**config.mk**
```make
export PLATFORM = sky130hd
export DESIGN_NAME = adsr_envelope
export DESIGN_NICKNAME = d
export VERILOG_FILES = /design/src/rtl/audio_pkg.sv /design/src/rtl/env_prescaler.sv /design/src/rtl/adsr_envelope.sv
export SDC_FILE = /design/constraint.sdc
export NUM_CORES = 1
export LEC_CHECK = 0
export CAP_MARGIN = 20
export CORE_MARGIN = 2
export CORE_UTILIZATION = 45
export CTS_BUF_LIST = sky130_fd_sc_hd__clkbuf_4
export DETAILED_ROUTE_END_ITERATION = 10
export HOLD_SLACK_MARGIN = 0.12
export PLACE_DENSITY = 0.61
export SLEW_MARGIN = 20
export SYNTH_ARGS = -nofsm -noshare
export SYNTH_HDL_FRONTEND = slang
export SYNTH_SLANG_ARGS = --single-unit
export TNS_END_PERCENT = 100
```
**constraint.sdc**
```tcl
create_clock -name clk -period 5.5 [get_ports clk]
set_input_delay 1.1 -clock clk [delete_from_list [all_inputs] [get_ports clk]]
set_output_delay 1.1 -clock clk [all_outputs]
set_load 0.05 [all_outputs]
```
**src/rtl/audio_pkg.sv**
```systemverilog
// audio_pkg: shared audio-path widths, midscale value and envelope state encoding
package audio_pkg;
    localparam int PCM_W = 12;
    localparam int ENV_W = 8;
    localparam logic [PCM_W-1:0] PCM_MID = 12'd2048;
    typedef enum logic [2:0] {
        IDLE    = 3'd0,
        ATTACK  = 3'd1,
        DECAY   = 3'd2,
        SUSTAIN = 3'd3,
        RELEASE = 3'd4
    } env_state_t;
endpackage

```
**src/rtl/env_prescaler.sv**
```systemverilog
// env_prescaler: per-state step divider, ticks once every D cycles and restarts on clear
module env_prescaler
    import audio_pkg::*;
#(
    parameter int C_attack_delay  = 64,
    parameter int C_decay_delay   = 128,
    parameter int C_release_delay = 256
) (
    input  logic       clk,
    input  logic       reset,
    input  logic       clear,
    input  logic [2:0] sel,
    output logic       tick
);
    localparam int MAX_AD = C_attack_delay > C_decay_delay ? C_attack_delay : C_decay_delay;
    localparam int MAX_D  = MAX_AD > C_release_delay ? MAX_AD : C_release_delay;
    localparam int W      = MAX_D > 1 ? $clog2(MAX_D) : 1;
    localparam logic [W-1:0] A_LAST = W'(C_attack_delay - 1);
    localparam logic [W-1:0] D_LAST = W'(C_decay_delay - 1);
    localparam logic [W-1:0] R_LAST = W'(C_release_delay - 1);

    logic [W-1:0] r_cnt;
    logic [W-1:0] w_last;

    // terminal count for the delay of the selected state
    always_comb begin
        w_last = sel == ATTACK ? A_LAST : sel == DECAY ? D_LAST : R_LAST;
        tick   = r_cnt == w_last;
    end

    // count 0..D-1, wrapping on tick and restarting whenever the state changes
    always_ff @(posedge clk or posedge reset) begin
        if (reset)
            r_cnt <= '0;
        else if (clear || tick)
            r_cnt <= '0;
        else
            r_cnt <= r_cnt + 1'b1;
    end
endmodule

```
**src/rtl/adsr_envelope.sv**
```systemverilog
// adsr_envelope: ADSR gain generator and midscale-centred PCM amplitude scaler
module adsr_envelope
    import audio_pkg::*;
#(
    parameter int C_attack_delay  = 64,
    parameter int C_decay_delay   = 128,
    parameter int C_release_delay = 256,
    parameter int C_sustain       = 160
) (
    input  logic        clk,
    input  logic        reset,
    input  logic        gate,
    input  logic [11:0] pcm_in,
    output logic [11:0] pcm_out,
    output logic [7:0]  env,
    output logic        busy
);
    localparam logic [ENV_W-1:0] SUS     = 8'(C_sustain);
    localparam logic [ENV_W-1:0] ENV_MAX = 8'hFF;

    env_state_t         r_state;
    env_state_t         w_next;
    logic [ENV_W-1:0]   r_env;
    logic [ENV_W-1:0]   w_env_next;
    logic [PCM_W-1:0]   r_pcm;
    logic               w_tick;
    logic signed [12:0] w_s;
    logic signed [20:0] w_prod;

    env_prescaler #(
        .C_attack_delay (C_attack_delay),
        .C_decay_delay  (C_decay_delay),
        .C_release_delay(C_release_delay)
    ) u_prescaler (
        .clk  (clk),
        .reset(reset),
        .clear(w_next != r_state),
        .sel  (r_state),
        .tick (w_tick)
    );

    // next-state rules; gate changes take priority over level-based exits
    always_comb begin
        w_next = r_state;
        case (r_state)
            IDLE:    if (gate) w_next = ATTACK;
            ATTACK:  if (!gate) w_next = RELEASE; else if (r_env == ENV_MAX) w_next = DECAY;
            DECAY:   if (!gate) w_next = RELEASE; else if (r_env == SUS) w_next = SUSTAIN;
            SUSTAIN: if (!gate) w_next = RELEASE;
            RELEASE: if (gate) w_next = ATTACK; else if (r_env == '0) w_next = IDLE;
            default: w_next = IDLE;
        endcase
    end

    // one saturating envelope step per prescaler tick, direction set by the state
    always_comb begin
        w_env_next = !w_tick ? r_env :
                     (r_state == ATTACK && r_env != ENV_MAX) ? r_env + 8'd1 :
                     (r_state == DECAY && r_env != SUS && r_env != '0) ? r_env - 8'd1 :
                     (r_state == RELEASE && r_env != '0) ? r_env - 8'd1 : r_env;
    end

    // signed sample about midscale times gain; the product always fits 21 bits
    always_comb begin
        w_s    = $signed({1'b0, pcm_in}) - 13'sd2048;
        w_prod = 21'(w_s) * 21'($signed({1'b0, r_env}));
    end

    // state, level and output sample all advance on the same edge
    always_ff @(posedge clk or posedge reset) begin
        if (reset) begin
            r_state <= IDLE;
            r_env   <= '0;
            r_pcm   <= PCM_MID;
        end else begin
            r_state <= w_next;
            r_env   <= w_env_next;
            r_pcm   <= PCM_MID + 12'(w_prod >>> 8);
        end
    end

    assign pcm_out = r_pcm;
    assign env     = r_env;
    assign busy    = r_state != IDLE;
endmodule

```
After elaboration in Yosys (flattened, before gate mapping)
Index checks and enable logic that the tools add are counted.
- add/subtract/negate cells: 5
- $mul: 1
- equal/unequal tests: 10
- muxes and demuxes: 15
- reduce and logical (&&, ||, !) cells: 11
- operator list (kind ; number):
    8-bit two-way mux ; 6
    3-bit two-way mux ; 8
    13-bit by 9-bit multiplier with 20-bit output ; 1
    8-bit by 1-bit adder with 8-bit output, second input constant ; 2
    8-bit == test, second input constant ; 2
    8-bit inequality test, second input constant ; 2
    3-bit one-hot mux with 5 select lines ; 1
    12-bit by 12-bit subtractor with 13-bit output, second input constant ; 1
    12-bit adder, first input constant ; 1
    8-bit == test ; 1
    8-bit zero test ; 1
    8-bit nonzero test ; 1
    8-bit by 1-bit subtractor with 8-bit output, second input constant ; 1
    3-bit by 2-bit == test with 1-bit output, second input constant ; 2
    3-bit nonzero test ; 2
    1-bit logical AND ; 4
    3-bit by 1-bit == test with 1-bit output, second input constant ; 1
    3-bit == test, second input constant ; 1
    3-bit zero test ; 1
    3-bit inequality test ; 1
    2-bit AND reduction ; 1
    1-bit logical OR ; 1
- bits in registers: 31
- bits of input ports: 15
- output and inout port bits: 21

Logic depth before layout (Yosys ltp)
Gate-level depths: netlist of the first run.
- word-level depth: 7
- gate-level depth with buffers: 18
- depth with buffers taken out: 16

Modules after synthesis
Synthesis of the first run repeated with hierarchy kept, for this count alone.
- cell total of the unflattened synthesis: 509
- area, all modules: 4838.4 µm²
- modules (own cells, without submodules) (module ; times used ; cells an instance ; area an instance (µm²)):
    adsr_envelope ; 1 ; 457 ; 4346.7
    env_prescaler ; 1 ; 52 ; 491.7

Worst setup path before layout of the first run
OpenSTA, ideal clock, no wires.
- path kind: in2reg
- start: input port pcm_in[11]
- end: register r_pcm[11], in the netlist pcm_out[11]
- library setup time: 0.075 ns
- arrival: 5.017 ns
- required time: 5.425 ns
- path slack: 0.407 ns
- cell stages on the path: 17
- cells stage by stage: nand2b_1 -> inv_1 -> fa_1 -> inv_1 -> fa_1 -> inv_1 -> fa_1 -> inv_1 -> fa_1 -> inv_1 -> ha_1 -> clkbuf_1 -> a21oi_1 -> o21ai_0 -> or2_2 -> o31a_1 -> xnor2_1
- word-level cells in the longest chain between the ends: 3
- RTL lines (element ; line ; RTL):
    start: declaration ; adsr_envelope.sv:13 ; input logic [11:0] pcm_in,
    12-bit by 12-bit subtractor with 13-bit output ; adsr_envelope.sv:65 ; w_s = $signed({1'b0, pcm_in}) - 13'sd2048;
    13-bit by 9-bit multiplier with 20-bit output ; adsr_envelope.sv:66 ; w_prod = 21'(w_s) * 21'($signed({1'b0, r_env}));
    12-bit adder ; adsr_envelope.sv:78 ; r_pcm <= PCM_MID + 12'(w_prod >>> 8);
    end signal: assignment ; adsr_envelope.sv:78 ;
    end: declaration ; adsr_envelope.sv:25 ; logic [PCM_W-1:0] r_pcm;
No other way between the ends.
A chain may end at the register's enable or synchronous reset.

Final worst setup path of the first run
- start: input port pcm_in[7]
- end: register r_pcm[7], in the netlist pcm_out[7]
- word-level cells in the longest chain between the ends: 3
- RTL lines (element ; line ; RTL):
    12-bit by 12-bit subtractor with 13-bit output ; adsr_envelope.sv:65 ;
    13-bit by 9-bit multiplier with 20-bit output ; adsr_envelope.sv:66 ;
    via w_prod[15] ; adsr_envelope.sv:28 ; logic signed [20:0] w_prod;
    12-bit adder ; adsr_envelope.sv:78 ;
The timed path passes the listed nets, and every way through them passes these cells.

==> results by stage, run 1 <==
Synthesis:
- The number of enable-type register cells in the synthesized netlist is 0.
- By area the synthesized netlist is led by sky130_fd_sc_hd__fa_1 30%, sky130_fd_sc_hd__dfrtp_1 15%, sky130_fd_sc_hd__ha_1 10%, sky130_fd_sc_hd__inv_1 8.4%, sky130_fd_sc_hd__and2_1 5.7%.
- The post-synthesis net count is 678.
- The synthesized-area fraction occupied by adder cells is 40.6%.
- The portion of synthesized area spent on multiplexers is 1.98%.
- The register bit total from synthesis is 31.
- The netlist area before placement is 5050 um2.
- The share of flip-flops with an asynchronous set or reset is 100%.
- Synthesis handed over a netlist of 545 instances.
- The combinational family with the most area after synthesis is adder cells.
- The netlist uses 57 different library cells.
- The most area-hungry cell type in the Yosys netlist is sky130_fd_sc_hd__fa_1.
- The number of warnings issued by yosys is 0.
- Summing the areas of all compound-gate instances in the mapped netlist gives 9.62% of the synthesized area.
- The most frequently used flop master after synthesis is sky130_fd_sc_hd__dfrtp_1.
- After synthesis, flip-flops and latches occupy 15.4% of the total area.
- After Yosys synthesis, XOR and XNOR cells account for 4.34% of the synthesized area.
- After Yosys synthesis, and, or, nand and nor cells account for 18.5% of the synthesized area.
- The share of Yosys cell area claimed by the top area cell type is 30.1%.
- Each instance of the synthesized netlist takes up on average 9.26 um2.

CTS:
- The clock-pin slew on the worst setup and hold paths is 0.11 ns.
- In this run, CTS created clock tree buffers numbering 5.
- The hold buffer count at cts is 0.
- The clock drives 31 sinks.
- At the later pin of the worst-skew pair, clock insertion delay measures 0.34 ns.
- The clock tree root buffer cell is sky130_fd_sc_hd__clkbuf_4.
- TritonCTS built the clock tree.
- Counting along the longest clock path gives a buffer depth of 2.
- The H-tree depth is 2.

Detailed routing:
- The via density per instance is 5.13.
- Detailed routing inserted a total of 3,959 vias.
- The initial DRC count is 136.
- For this run, the detailed router's first-pass iteration total came to 4.
- The count of nets left with antenna violations once routing finished came out at 0.
- The detailed-route wire length per cell is 15.3 um.
- In the routed design, unresolved DRC markers number 0.
- Summed over all layers, the routed wires come to 11,800 um.

Setup path:
- The total buffers and inverters traversed by the critical path is 3.
- Among all stages on the critical path, the largest delay is contributed by sky130_fd_sc_hd__clkdlybuf4s50_1.
- The endpoint type of the worst setup path is a register.
- The peak per-stage delay on the critical path is 0.55 ns.
- The critical path starts at pcm_in[7].
- The maximum net fanout on the critical path is 7.
- The kind of cell with the highest combined delay along the critical path is adder cells.
- The most frequent cell on the critical path is sky130_fd_sc_hd__fa_1.
- The startpoint class of the critical path is a primary input.
- The worst setup slack for register-to-register paths is 0.71 ns.
- The startpoint-to-endpoint class of the critical path is primary input to register.
- The endpoint arrival time on the critical path is 5.54 ns.
- The signal on the critical path passes through clkdlybuf4s50_1, and2_1, fa_1, fa_1, fa_1, inv_1, fa_1, inv_1, ha_1, a21oi_2, a21oi_1, a211o_1, or4b_1, o311ai_1.
- The count of cells along the worst register-to-register path is 14.
- The start of the worst register-to-register path is env[1].
- The data required time at the worst endpoint is 5.73 ns.
- The worst register-to-register path ends at pcm_out[11].

Floorplan:
- The chip width is 110 um.
- The number of top-level pins is 36.
- The starting utilization of the core area is 46.4%.
- In this run the standard cell core region covers 10,900 um2.
- In this run the core area contains 38 standard-cell rows.
- The floorplan die height is 110 um.
- The die outline area is 12,100 um2.

STA:
- The number of max-slew violations in the final report is 0.
- The setup clock skew after layout is 0.0159 ns.
- The part of the cycle the worst path needs is 96.4%.
- After layout, the minimum clock period comes to 5.30 ns.
- Setup violations remaining at the end of the flow were counted as 0.
- After routing, the total negative slack on setup checks comes to 0 ns.
- The relative max-transition margin is 58.2%.
- The count of final hold-check violations is 0.
- The maximum clock frequency is 189 MHz.
- The slew at the pin with the worst max-slew slack is 0.627 ns.
- The setup slack of the critical path after layout is 0.196 ns.
- The final worst hold slack is 0.488 ns.

Finish:
- The finished layout holds 771 standard cells, fillers aside.
- The layout net count is 763.
- The diode insertion count for antenna repair is 0.
- The signed area change from the synthesized netlist to the final layout is 19.2%.
- In the final layout, the share of cells above drive strength 1 is 13.6%.
- Once layout is complete, the utilization of the core stands at 55.3%.
- The total non-filler cell area in the finished layout is 6020 um2.

Place:
- The final RePlAce weighted congestion is 0.821.
- The estimated wirelength of the detail-placed design is 9650 um.
- The count of buffers inserted at the top-level ports is 35.
- The cell total after placement is 763.
- Before CTS, the worst setup slack after placement is -0.251 ns.
- In this run the cell area measured after placement is 5940 um2.

Pwr:
- For this design the ratio of total power to cell area is 73.2 nW/um2.
- The part of the power in registers is 53.8%.
- The internal power of the cells totals 0.310 mW.
- Of the total power, the share spent switching nets is 29.6%.
- For this design the static power due to leakage is 3.17 nW.
- The total power of the final layout is 0.440 mW.
- In this run, the combinational gates consume 16.1% of the power.
- The clock network burns 30.2% of the power.
- The maximum ir drop on the vdd rail is 0.0807 mV.
- The net switching component of the power is 0.130 mW.

Worst hold path:
- In this run the worst hold path is classified as register to register.
- In this run the most critical hold path is launched from u_prescaler.r_cnt[0].
- The number of cells on the worst hold path is 1.
- The worst hold path terminates at u_prescaler.r_cnt[0].

Global routing:
- The leftover overflow at the end of global routing is 0.
- The total routing usage reported by global routing is 21.9%.
- The number of antenna violations at the first check in global routing came to 0.
- Entering global routing, the biggest net connects 32 pins.
- The via count of the first global-routing pass was 4,379.
- The first global-routing pass estimated 20,600 um of wire.

Status:
- The run finished with clean final reports.

Job:
- The number of max-cap violations is 0.
Yosys cell counts, types with 7 or more instances:
| master | instances |
|---|---|
| sky130_fd_sc_hd__inv_1 | 113 |
| sky130_fd_sc_hd__fa_1 | 76 |
| sky130_fd_sc_hd__nand2_1 | 51 |
| sky130_fd_sc_hd__and2_1 | 46 |
| sky130_fd_sc_hd__ha_1 | 42 |
| sky130_fd_sc_hd__dfrtp_1 | 30 |
| sky130_fd_sc_hd__a21oi_1 | 19 |
| sky130_fd_sc_hd__xnor2_1 | 19 |
| sky130_fd_sc_hd__nor2_1 | 17 |
| sky130_fd_sc_hd__clkbuf_1 | 9 |
| sky130_fd_sc_hd__nand3_1 | 9 |
| sky130_fd_sc_hd__a21o_1 | 8 |
| sky130_fd_sc_hd__nand2b_1 | 8 |
| sky130_fd_sc_hd__o21ai_0 | 8 |
| sky130_fd_sc_hd__and3_1 | 7 |
placed cells by master (no fill, tap or decap), types with 5 or more instances in the layout:
cell type | netlist | final
sky130_fd_sc_hd__clkbuf_4 | 0 | 5
sky130_fd_sc_hd__mux2_4 | 6 | 6
sky130_fd_sc_hd__nor2b_1 | 6 | 6
sky130_fd_sc_hd__xor2_1 | 6 | 6
sky130_fd_sc_hd__nor3_1 | 5 | 5
sky130_fd_sc_hd__nand4_1 | 6 | 6
sky130_fd_sc_hd__fa_1 | 76 | 76
sky130_fd_sc_hd__ha_1 | 42 | 42
sky130_fd_sc_hd__and2_1 | 46 | 46
sky130_fd_sc_hd__clkdlybuf4s50_1 | 0 | 32
sky130_fd_sc_hd__a21oi_1 | 19 | 15
sky130_fd_sc_hd__and3_1 | 7 | 7
sky130_fd_sc_hd__buf_4 | 0 | 57
sky130_fd_sc_hd__inv_1 | 113 | 113
sky130_fd_sc_hd__nand3_1 | 9 | 9
sky130_fd_sc_hd__xnor2_1 | 19 | 19
sky130_fd_sc_hd__a21o_1 | 8 | 8
sky130_fd_sc_hd__o21ai_0 | 8 | 7
sky130_fd_sc_hd__nand2_1 | 51 | 51
sky130_fd_sc_hd__nand2b_1 | 8 | 8
sky130_fd_sc_hd__nor2_1 | 17 | 17
sky130_fd_sc_hd__dfrtp_1 | 30 | 30
area by class of cell:
type | count | area, um2
repair buffers | 92 | 786
well taps | 140 | 175
inverters | 113 | 424
fillers | 991 | 4870
flip-flops and latches | 31 | 777
clock buffers | 5 | 37.5
multi-input cells | 387 | 3800
clock inverters | 3 | 15.0
power by group through the flow:
stage	logic (mW)	registers [mW]	clock network, mW
finish	0.0707	0.237	0.133
global route	0.0788	0.237	0.146
CTS	0.0715	0.237	0.138
detailed placement	0.0711	0.241	0
global placement	0.0693	0.241	0
floorplan	0.0354	0.239	0
worst max-delay path by stage:
stage	end	slack (ns)	cells after the start
2_1_floorplan	pcm_out[11]	0.41	17
3_3_place_gp	pcm_out[4]	-0.19	15
3_5_place_dp	pcm_out[11]	-0.25	18
4_1_cts	pcm_out[11]	0.1	18
5_1_grt	pcm_out[7]	-0.006	14
6_report	pcm_out[7]	0.20	14
per-layer routing:
| metal | up-vias | routed length [um] | global-route usage (%) |
|---|---|---|---|
| li1 | 1900 | - | - |
| met1 | 1990 | 5110 | 27.4 |
| met2 | 54 | 6110 | 40.1 |
| met3 | 15 | 386 | 3.50 |
| met4 | 0 | 164 | 4.07 |
| met5 | - | 0 | 0 |
flip-flops by register name, summed over array words and instances, names as in the netlist:
signal,flops
pcm_out,12
env,8
u_prescaler.r_cnt,8
r_state,3
kinds of logic (layout without fill, tap and decap cells):
| kind of cell | Yosys count | count (layout) |
|---|---|---|
| xor gates and xnor gates | 25 | 25 |
| buffers and inverters | 127 | 213 |
| adders and majority gates | 118 | 118 |
| and+or+nand+nor | 172 | 172 |
| DFF | 31 | 31 |
| muxes | 7 | 7 |
| AOI/OAI and AO/OA | 65 | 65 |
timing repair:
action,4_1_cts,5_1_grt
setup buffers,0,0
gates resized for setup,0,9
endpoints found under the setup margin,0,6
Power figures use the tool's default switching activity.
==> run 2: changes to the inputs <==
--- a/config.mk
+++ b/config.mk
@@ -6,7 +6,7 @@
 export NUM_CORES = 1
 export LEC_CHECK = 0
 export CAP_MARGIN = 20
-export CORE_MARGIN = 2
+export CORE_MARGIN = 10
 export CORE_UTILIZATION = 45
 export CTS_BUF_LIST = sky130_fd_sc_hd__clkbuf_4
 export DETAILED_ROUTE_END_ITERATION = 10
==> run 2 against run 1 <==
Against the previous run:
- routed wire length rose by 1.2%
- critical path type unchanged
- worst setup slack worse by 0.023 ns
- worst hold slack got worse by 0.00080 ns
- largest power group unchanged
- non-clock buffer count unchanged
- clock skew down 0.0083 ns
- largest cell class unchanged
- clock power about the same
- critical path depth up 2
- sequential power about the same
- maximum frequency shrank 0.43%
- design area is 0.23% lower
==> results by stage, run 2 (same netlist as run 1, synthesis figures left out) <==
STA:
- For the final database, setup skew stands at 0.00761 ns.
- The slew at the pin with the worst max-slew slack is 0.673 ns.
- The count of final hold-check violations came to 0.
- Setup slack closes at 0.173 ns.
- Timing would allow up to 188 MHz.
- Setup repair after global routing left no endpoint under its margin.
- The total negative setup slack is 0 ns.
- The worst pin sits at a relative slew slack of 55.2%.
- The final critical path takes up 96.9% of the cycle.
- The routed design could run at a clock period as short as 5.33 ns.
- Setup violations remaining at the end of the flow were counted as 0.
- The number of max-slew violations in the final report is 0.

Finish:
- The end-of-flow core utilization is 55.1%.
- The register with the most flip-flops in the layout has 12 of them.
- The post-route netlist has 13.3% of its cells at a drive strength greater than 1.
- The number of antenna diodes in the final layout is 0.
- The signed area change from the synthesized netlist to the final layout is 18.9%.
- The top cell types in the final layout, fill and taps aside, are 112 x sky130_fd_sc_hd__inv_1, 76 x sky130_fd_sc_hd__fa_1, 57 x sky130_fd_sc_hd__buf_4.
- The finished cells cover 6000 um2.
- The layout net count is 763.
- The most common library cell in the layout ignoring fill and taps is sky130_fd_sc_hd__inv_1.

Pwr:
- The total power divided by cell area is 73.0 nW/um2.
- The net switching component of the power is 0.129 mW.
- In this run, the combinational gates consume 16.1% of the power.
- Internal power comes to 0.310 mW.
- In this run the static leakage power is 3.16 nW.
- The total power of the final layout is 0.438 mW.
- The worst-case IR drop observed on VDD is 0.0742 mV.
- The share of power burned in the clock network is 29.9%.
- Of the total power, the share spent switching nets is 29.3%.
- The part of the power in registers is 54.0%.

Floorplan:
- The number of standard-cell rows in the floorplan is 38.
- In this run the horizontal extent of the chip is 126 um.
- The floorplan die height is 126 um.
- The core region is 10,900 um2.
- The floorplan step defined a die boundary enclosing 15,900 um2.
- Once the floorplan was initialized, standard cells occupied 46.4% of the core.
- The number of top-level pins is 36.

Detailed routing:
- The via density per instance is 5.17.
- The count of antenna-violating nets left after detailed routing is 0.
- The number of remaining DRC errors is 0.
- For this block, the initial DRC count from the detailed router was 230.
- The number of search-and-repair iterations in the first detailed-routing pass is 4.
- The final layout contains routed wiring with a total length of 11,900 um.
- Across all layers, the routed design uses 3,985 vias.
- Dividing the detail-routed wire length by the instance count gives 15.5 um.

Global routing:
- The via count of the first global-routing pass is 4,322.
- The leftover overflow at the end of global routing is 0.
- Entering global routing, the biggest net connects 32 pins.
- The number of antenna violations at the first check in global routing is 0.
- The global-route wire length before repair is 20,500 um.
- For this run, the total global-route usage over all layers was measured as 15.5%.

Setup path:
- STA classifies the critical path endpoint as a register.
- The data required time at the worst endpoint is 5.73 ns.
- Among the stages of the critical path, the cell type that occurs most often is sky130_fd_sc_hd__fa_1.
- The maximum net fanout on the critical path is 5.
- In this run the register-to-register setup slack is 0.71 ns.
- The slowest cell on the critical path is sky130_fd_sc_hd__fa_1.
- The start point of the critical path is pcm_in[11].
- The critical path goes through clkdlybuf4s50_1, nand2b_1, buf_4, fa_1, inv_1, fa_1, fa_1, inv_1, fa_1, inv_1, ha_1, a21oi_1, a21oi_1, a211o_1, or4b_1, o311ai_1.
- The startpoint-to-endpoint class of the critical path is primary input to register.
- The count of cells along the worst register-to-register path is 15.
- The critical register-to-register path endpoint is pcm_out[7].
- STA classifies the critical path startpoint as a primary input.
- STA puts the critical path data arrival time at 5.56 ns.
- The start of the worst register-to-register path is env[0].
- The peak per-stage delay on the critical path is 0.53 ns.
- Following the worst setup path forward leads to its endpoint at pcm_out[7].

CTS:
- The number of buffers on the longest clock path is 2.
- Counting every sink on the clock net gives 31.
- Clock tree synthesis selected as its root buffer the cell sky130_fd_sc_hd__clkbuf_4.
- Clock-pin slew was measured on the worst setup and hold paths at 0.11 ns.
- The number of setup buffers added after CTS is 0.
- The H-tree depth is 2.
- The TritonCTS clock tree is yes.
- TritonCTS created 5 clock buffers.
- The clock reaches the later pin of the worst-skew pair after 0.34 ns.

Place:
- The placed instances occupy a cell area of 5940 um2.
- The final RePlAce weighted congestion is 0.870.
- After legalization and detailed placement, the total HPWL measured 9890 um.
- Timing analysis after detailed placement gives a worst setup slack of -0.257 ns.
- Port buffering added 35 buffers.

Job:
- Across the run, the number of max-cap violations was 0.

Worst hold path:
- The worst hold-check path type is register to register.

Status:
- The flow ran to the end, and the final reports show no timing, DRC or antenna violations.
## run 2: per-layer routing
metal	share of wire [%]	GRT usage [%]
met1	43	18.4
met2	51	28.0
met3	4.6	2.89
met4	1.5	3.62
met5	0	0
## run 2: worst min-delay path by stage
stage                                     from                    to  cells past startpoint
final                     u_prescaler.r_cnt[0]  u_prescaler.r_cnt[0]                      1
after CTS                 u_prescaler.r_cnt[0]  u_prescaler.r_cnt[0]                      1
after global routing      u_prescaler.r_cnt[0]  u_prescaler.r_cnt[0]                      1
after detailed placement  u_prescaler.r_cnt[0]  u_prescaler.r_cnt[0]                      1
after global placement    u_prescaler.r_cnt[0]  u_prescaler.r_cnt[0]                      1
after floorplan           u_prescaler.r_cnt[0]  u_prescaler.r_cnt[0]                      1
## run 2: critical path: cells and delay by family
family | cells | cell delay, ns
AO/OA/AOI/OAI | 4 | 0.67
adder cells (fa/ha/maj) | 5 | 2.34
buffers and inverters | 5 | 0.78
AND/OR/NAND/NOR | 2 | 0.67
## run 2: metrics by stage
stage / hold slack [ns] / std cells
finish: 0.488 / 771
global route: 0.517 / 771
CTS: 0.494 / 771
detailed placement: 0.478 / 763
global placement: 0.472 / 763
floorplan: 0.447 / 545
## run 2: power groups by stage
stage,clock [mW],sequential [mW],combinational [mW]
after floorplan,0,0.239,0.0354
after global placement,0,0.241,0.0689
after detailed placement,0,0.241,0.0704
after CTS,0.135,0.237,0.0709
after global routing,0.148,0.238,0.0773
final,0.131,0.237,0.0705
## run 2: cell type report
type / instances / area (um2)
Timing Repair Buffer: 92 / 783
Multi-Input combinational cell: 387 / 3790
Clock buffer: 5 / 37.5
Inverter: 113 / 424
Clock inverter: 3 / 15.0
Tap cell: 140 / 175
Fill cell: 1014 / 4880
Sequential cell: 31 / 777
## run 2: what timing repair did
| item | CTS | global route |
|---|---|---|
| hold buffers | 0 | 0 |
| setup endpoints to repair | 0 | 3 |
| endpoints found under the hold margin | 0 | 0 |
| gates resized for setup | 0 | 6 |
==> RTL change 1: new RTL, flow settings as in run 2 <==
The 5 states of `env_state_t` get a Gray code encoding in 3 bits.
--- a/src/rtl/audio_pkg.sv
+++ b/src/rtl/audio_pkg.sv
@@ -4,11 +4,11 @@
     localparam int ENV_W = 8;
     localparam logic [PCM_W-1:0] PCM_MID = 12'd2048;
     typedef enum logic [2:0] {
-        IDLE    = 3'd0,
-        ATTACK  = 3'd1,
-        DECAY   = 3'd2,
-        SUSTAIN = 3'd3,
-        RELEASE = 3'd4
+        IDLE    = 3'b000,
+        ATTACK  = 3'b001,
+        DECAY   = 3'b011,
+        SUSTAIN = 3'b010,
+        RELEASE = 3'b110
     } env_state_t;
 endpackage
 
Formal check against the unedited RTL: same outputs for any inputs over 10 cycles, from zero or initial values and one cycle with reset high; not proved beyond that.
==> RTL change 1 against run 2 <==
Count of clock-buffer cells in the layout up 2; cell area shrank 4.6%; final cell count fell by 4.7%; largest cell class unchanged; first-iteration DRC count decreased by 38%; sequential cell count unchanged; utilization up 0.10 points; area after synthesis fell by 4.9%; worst setup slack better by 0.032 ns; critical endpoint is now pcm_out[5]$_DFF_PP0_; wire length is 8.9% lower.
Power is not compared: it rests on default switching activity, and its combinational part moved more than twofold at a synthesized area within 25%.
==> RTL change 1: results (changes against run 2) <==
{
  "global_routing": {
    "grt_pass1_wl": {"value": 19400, "unit": "um", "change": "-5.3%"},
    "grt.total_usage": {"value": 0.157, "change": "+0.00227"}
  },
  "place": {
    "gp_congestion": {"value": 0.821, "change": "-5.7%"},
    "worst_setup_slack_post_dpl": {"value": -0.362, "unit": "ns", "change": "-0.106 ns"},
    "place_inst": {"value": 727, "change": "-4.7%"}
  },
  "worst_setup_path": {
    "reg2reg_to": "pcm_out[9]$_DFF_PP0_",
    "crit_path_max_fanout": {"value": 8, "change": "+3"},
    "slowest_stage_cell_crit_path": "sky130_fd_sc_hd__clkdlybuf4s50_1",
    "timing.critical_path.to": "pcm_out[5]$_DFF_PP0_",
    "setup.worst_path.start": "pcm_in[6]",
    "slowest_delay": {"value": 0.56, "unit": "ns", "change": "+0.03 ns"},
    "reg2reg_setup_slack": {"value": 0.69, "unit": "ns", "change": "-0.02 ns"},
    "worstPathArrival": {"value": 5.51, "unit": "ns", "change": "-0.05 ns"}
  },
  "route": {
    "drt_iter0_drc": {"value": 143, "change": "-38%"},
    "wl": {"value": 10900, "unit": "um", "change": "-8.9%"}
  },
  "sta": {
    "maximum_operating_frequency": {"value": 189, "unit": "MHz", "change": "+0.61%"},
    "timing.slew.headroom": {"value": 0.533, "change": "-0.0186"},
    "maximum_clock_skew_at_final_layout": {"value": 0.0101, "unit": "ns", "change": "+0.00247 ns"},
    "whs": {"value": 0.491, "unit": "ns", "change": "+0.00332 ns"}
  },
  "cells_and_area": {
    "post_layout_cell_count": {"value": 735, "change": "-4.7%"},
    "area_growth_syn_to_layout_pct": 19.3,
    "fillers": {"value": 963, "change": "-5.0%"},
    "post_route_cells_drive_above_1_share": {"value": 0.122, "change": "-0.0113"}
  },
  "outcome": {
    "outcome": "finished, final reports clean"
  },
  "yosys": {
    "post_synth_xor_area_fraction": {"value": 0.0547, "change": "+0.0114"},
    "synth_compound_area_frac": {"value": 0.0798, "change": "-0.0164"},
    "synth.yosys.seq_area_share": {"value": 0.162, "change": "+0.00795"},
    "synthesis.instances": {"value": 516, "change": "-5.3%"},
    "yosys-mux-area-fraction": {"value": 0.0156, "change": "-0.00419"},
    "netlist-cell-type-count": {"value": 48, "change": "-16%"},
    "synth.top_cells.by_area": "sky130_fd_sc_hd__fa_1, sky130_fd_sc_hd__dfrtp_1, sky130_fd_sc_hd__ha_1"
  },
  "clock_network": {
    "clk-insertion-delay-late_ns": 0.33,
    "cts.reportedPaths.clkPinSlew": {"value": 0.09, "unit": "ns", "change": "-0.02 ns"}
  }
}
[RTL change 1: repair_timing]
item | 4_1_cts | 5_1_grt
resized for setup | 1 | 3
endpoints found under the setup margin | 1 | 6
pin swaps | 0 | 0
[RTL change 1: layout make-up]
cell class | count | area share
tap | 136 | 0.0297
inverter | 108 | 0.0708
timing repair buffer | 85 | 0.128
multi-input combinational | 367 | 0.626
sequential | 31 | 0.136
clock buffer | 7 | 0.00917
clock inverter | 1 | 0.000874
[RTL change 1: power by group through the flow]
stage                     combinational (mW)  sequential [mW]  clock (mW)
after floorplan                        0.152            0.260           0
after CTS                              0.198            0.270       0.139
final                                  0.197            0.270       0.135
after detailed placement               0.197            0.275           0
after global placement                 0.191            0.275           0
after global routing                   0.220            0.274       0.152
[RTL change 1: metal layers]
layer	up-vias	GRT usage	wire length, um
met2	57	0.274	5340
met1	1817	0.208	5100
li1	1777	-	-
met5	-	0	0
met3	11	0.0150	285
met4	0	0.0298	124
==> RTL change 2: new RTL, config.mk and constraints of run 2 <==
Without the edit above. `C_release_delay` is set to 256 in 2 places; all go to 512.
--- a/src/rtl/env_prescaler.sv
+++ b/src/rtl/env_prescaler.sv
@@ -4,7 +4,7 @@
 #(
     parameter int C_attack_delay  = 64,
     parameter int C_decay_delay   = 128,
-    parameter int C_release_delay = 256
+    parameter int C_release_delay = 512
 ) (
     input  logic       clk,
     input  logic       reset,
--- a/src/rtl/adsr_envelope.sv
+++ b/src/rtl/adsr_envelope.sv
@@ -4,7 +4,7 @@
 #(
     parameter int C_attack_delay  = 64,
     parameter int C_decay_delay   = 128,
-    parameter int C_release_delay = 256,
+    parameter int C_release_delay = 512,
     parameter int C_sustain       = 160
 ) (
     input  logic        clk,
Formal check against the unedited RTL: no difference found for any inputs over 10 cycles, from zero or initial values and one cycle with reset high; that may be too few to reach the edited logic, so the function may still have changed.
==> RTL change 2 against run 2 <==
Area after synthesis increased by 0.20%; highest routed layer unchanged; worst setup slack improved by 0.064 ns; cell area increased by 0.31%; total power increased by 2.5%; wire length decreased by 3.2%; critical path depth decreased by 1; sequential cell count increased by 1; via count decreased by 1.5%.
==> RTL change 2: results (changes against run 2) <==
{
  "route": {
    "route.vias.total": {"value": 3927, "change": "-1.5%"},
    "routedWlPerCell": {"value": 15.0, "unit": "um", "change": "-3.2%"},
    "wl": {"value": 11500, "unit": "um", "change": "-3.2%"}
  },
  "sta": {
    "maximum_clock_skew_at_final_layout": {"value": 0.00701, "unit": "ns", "change": "-0.000599 ns"},
    "postLayoutSetupSlackWorst": {"value": 0.237, "unit": "ns", "change": "+0.0640 ns"},
    "timing.slew.headroom": {"value": 0.530, "change": "-0.0217"}
  },
  "global_routing": {
    "grt_pass1_wl": {"value": 20800, "unit": "um", "change": "+1.2%"},
    "first_global_vias": {"value": 4368, "change": "+1.1%"},
    "antenna_found_initial": {"value": 0, "change": "unchanged"},
    "grt.total_usage": {"value": 0.154, "change": "-0.000728"}
  },
  "yosys": {
    "ys_top_cells_by_count": "sky130_fd_sc_hd__inv_1, sky130_fd_sc_hd__fa_1, sky130_fd_sc_hd__nand2_1, sky130_fd_sc_hd__ha_1, sky130_fd_sc_hd__and2_1",
    "number_of_synthesis_warnings": {"value": 0, "change": "unchanged"},
    "synth.yosys.seq_area_share": {"value": 0.159, "change": "+0.00464"},
    "synth.top_cells.by_area": "sky130_fd_sc_hd__fa_1, sky130_fd_sc_hd__dfrtp_1, sky130_fd_sc_hd__ha_1",
    "netlist-cell-type-count": {"value": 61, "change": "+7.0%"},
    "synthesis.instances": {"value": 546, "change": "+0.18%"}
  },
  "place": {
    "post-dp-hpwl": {"value": 9510, "unit": "um", "change": "-3.9%"},
    "gp_congestion": {"value": 0.836, "change": "-4.0%"}
  },
  "outcome": {
    "outcome": "finished, final reports clean"
  },
  "worst_setup_path": {
    "reg2reg_to": "pcm_out[11]$_DFF_PP1_",
    "regToRegStartpoint": "env[2]$_DFFE_PP0P_",
    "slowest_delay": {"value": 0.59, "unit": "ns", "change": "+0.06 ns"},
    "worstPathArrival": {"value": 5.52, "unit": "ns", "change": "-0.04 ns"},
    "reg2reg_depth": {"value": 14, "change": "-1"},
    "slowest_stage_cell_crit_path": "sky130_fd_sc_hd__fa_2"
  },
  "power_and_ir_drop": {
    "leakage": {"value": 3.11, "unit": "nW", "change": "-1.4%"},
    "clockNetworkPower": {"value": 139, "unit": "uW", "change": "+6%"},
    "clockPowerShare": {"value": 0.310, "change": "+0.011"}
  },
  "cells_and_area": {
    "fillers": {"value": 1061, "change": "+4.6%"},
    "design_area": {"value": 6020, "unit": "um2", "change": "+0.31%"},
    "post_route_cells_drive_above_1_share": {"value": 0.143, "change": "+0.00951"}
  }
}
## RTL change 2: changes by cell type after synthesis, sizes merged, moves of 4 or more
cell / before / now
and2: 46 / 38
nand2: 51 / 55
a21oi: 20 / 9
o21ai: 8 / 16
o211ai: 6 / 2
inv: 113 / 119
nor3: 5 / 12
xor2: 6 / 10
a21o: 8 / 2
## RTL change 2: kinds of logic after synthesis
logic type,synth area share
AND/OR/NAND/NOR,0.176
buffers and inverters,0.106
adder cells (fa/ha/maj),0.405
AO/OA/AOI/OAI,0.0854
flip-flops,0.159
XOR/XNOR,0.0574
multiplexers,0.0119
## RTL change 2: layer usage
metal  track usage  vias up  part of all wire
li1              -     1889                 -
met1         0.199     1972              0.46
met2         0.272       58              0.51
met3        0.0222        8             0.027
met4        0.0214        0            0.0059
met5             0        -                 0
## RTL change 2: cell type report
type,count,area share
clock buffers,6,0.00748
clock inverters,2,0.00187
inverters,119,0.0742
multi-input cells,381,0.625
flip-flops and latches,32,0.133
well taps,140,0.0291
repair buffers,91,0.129
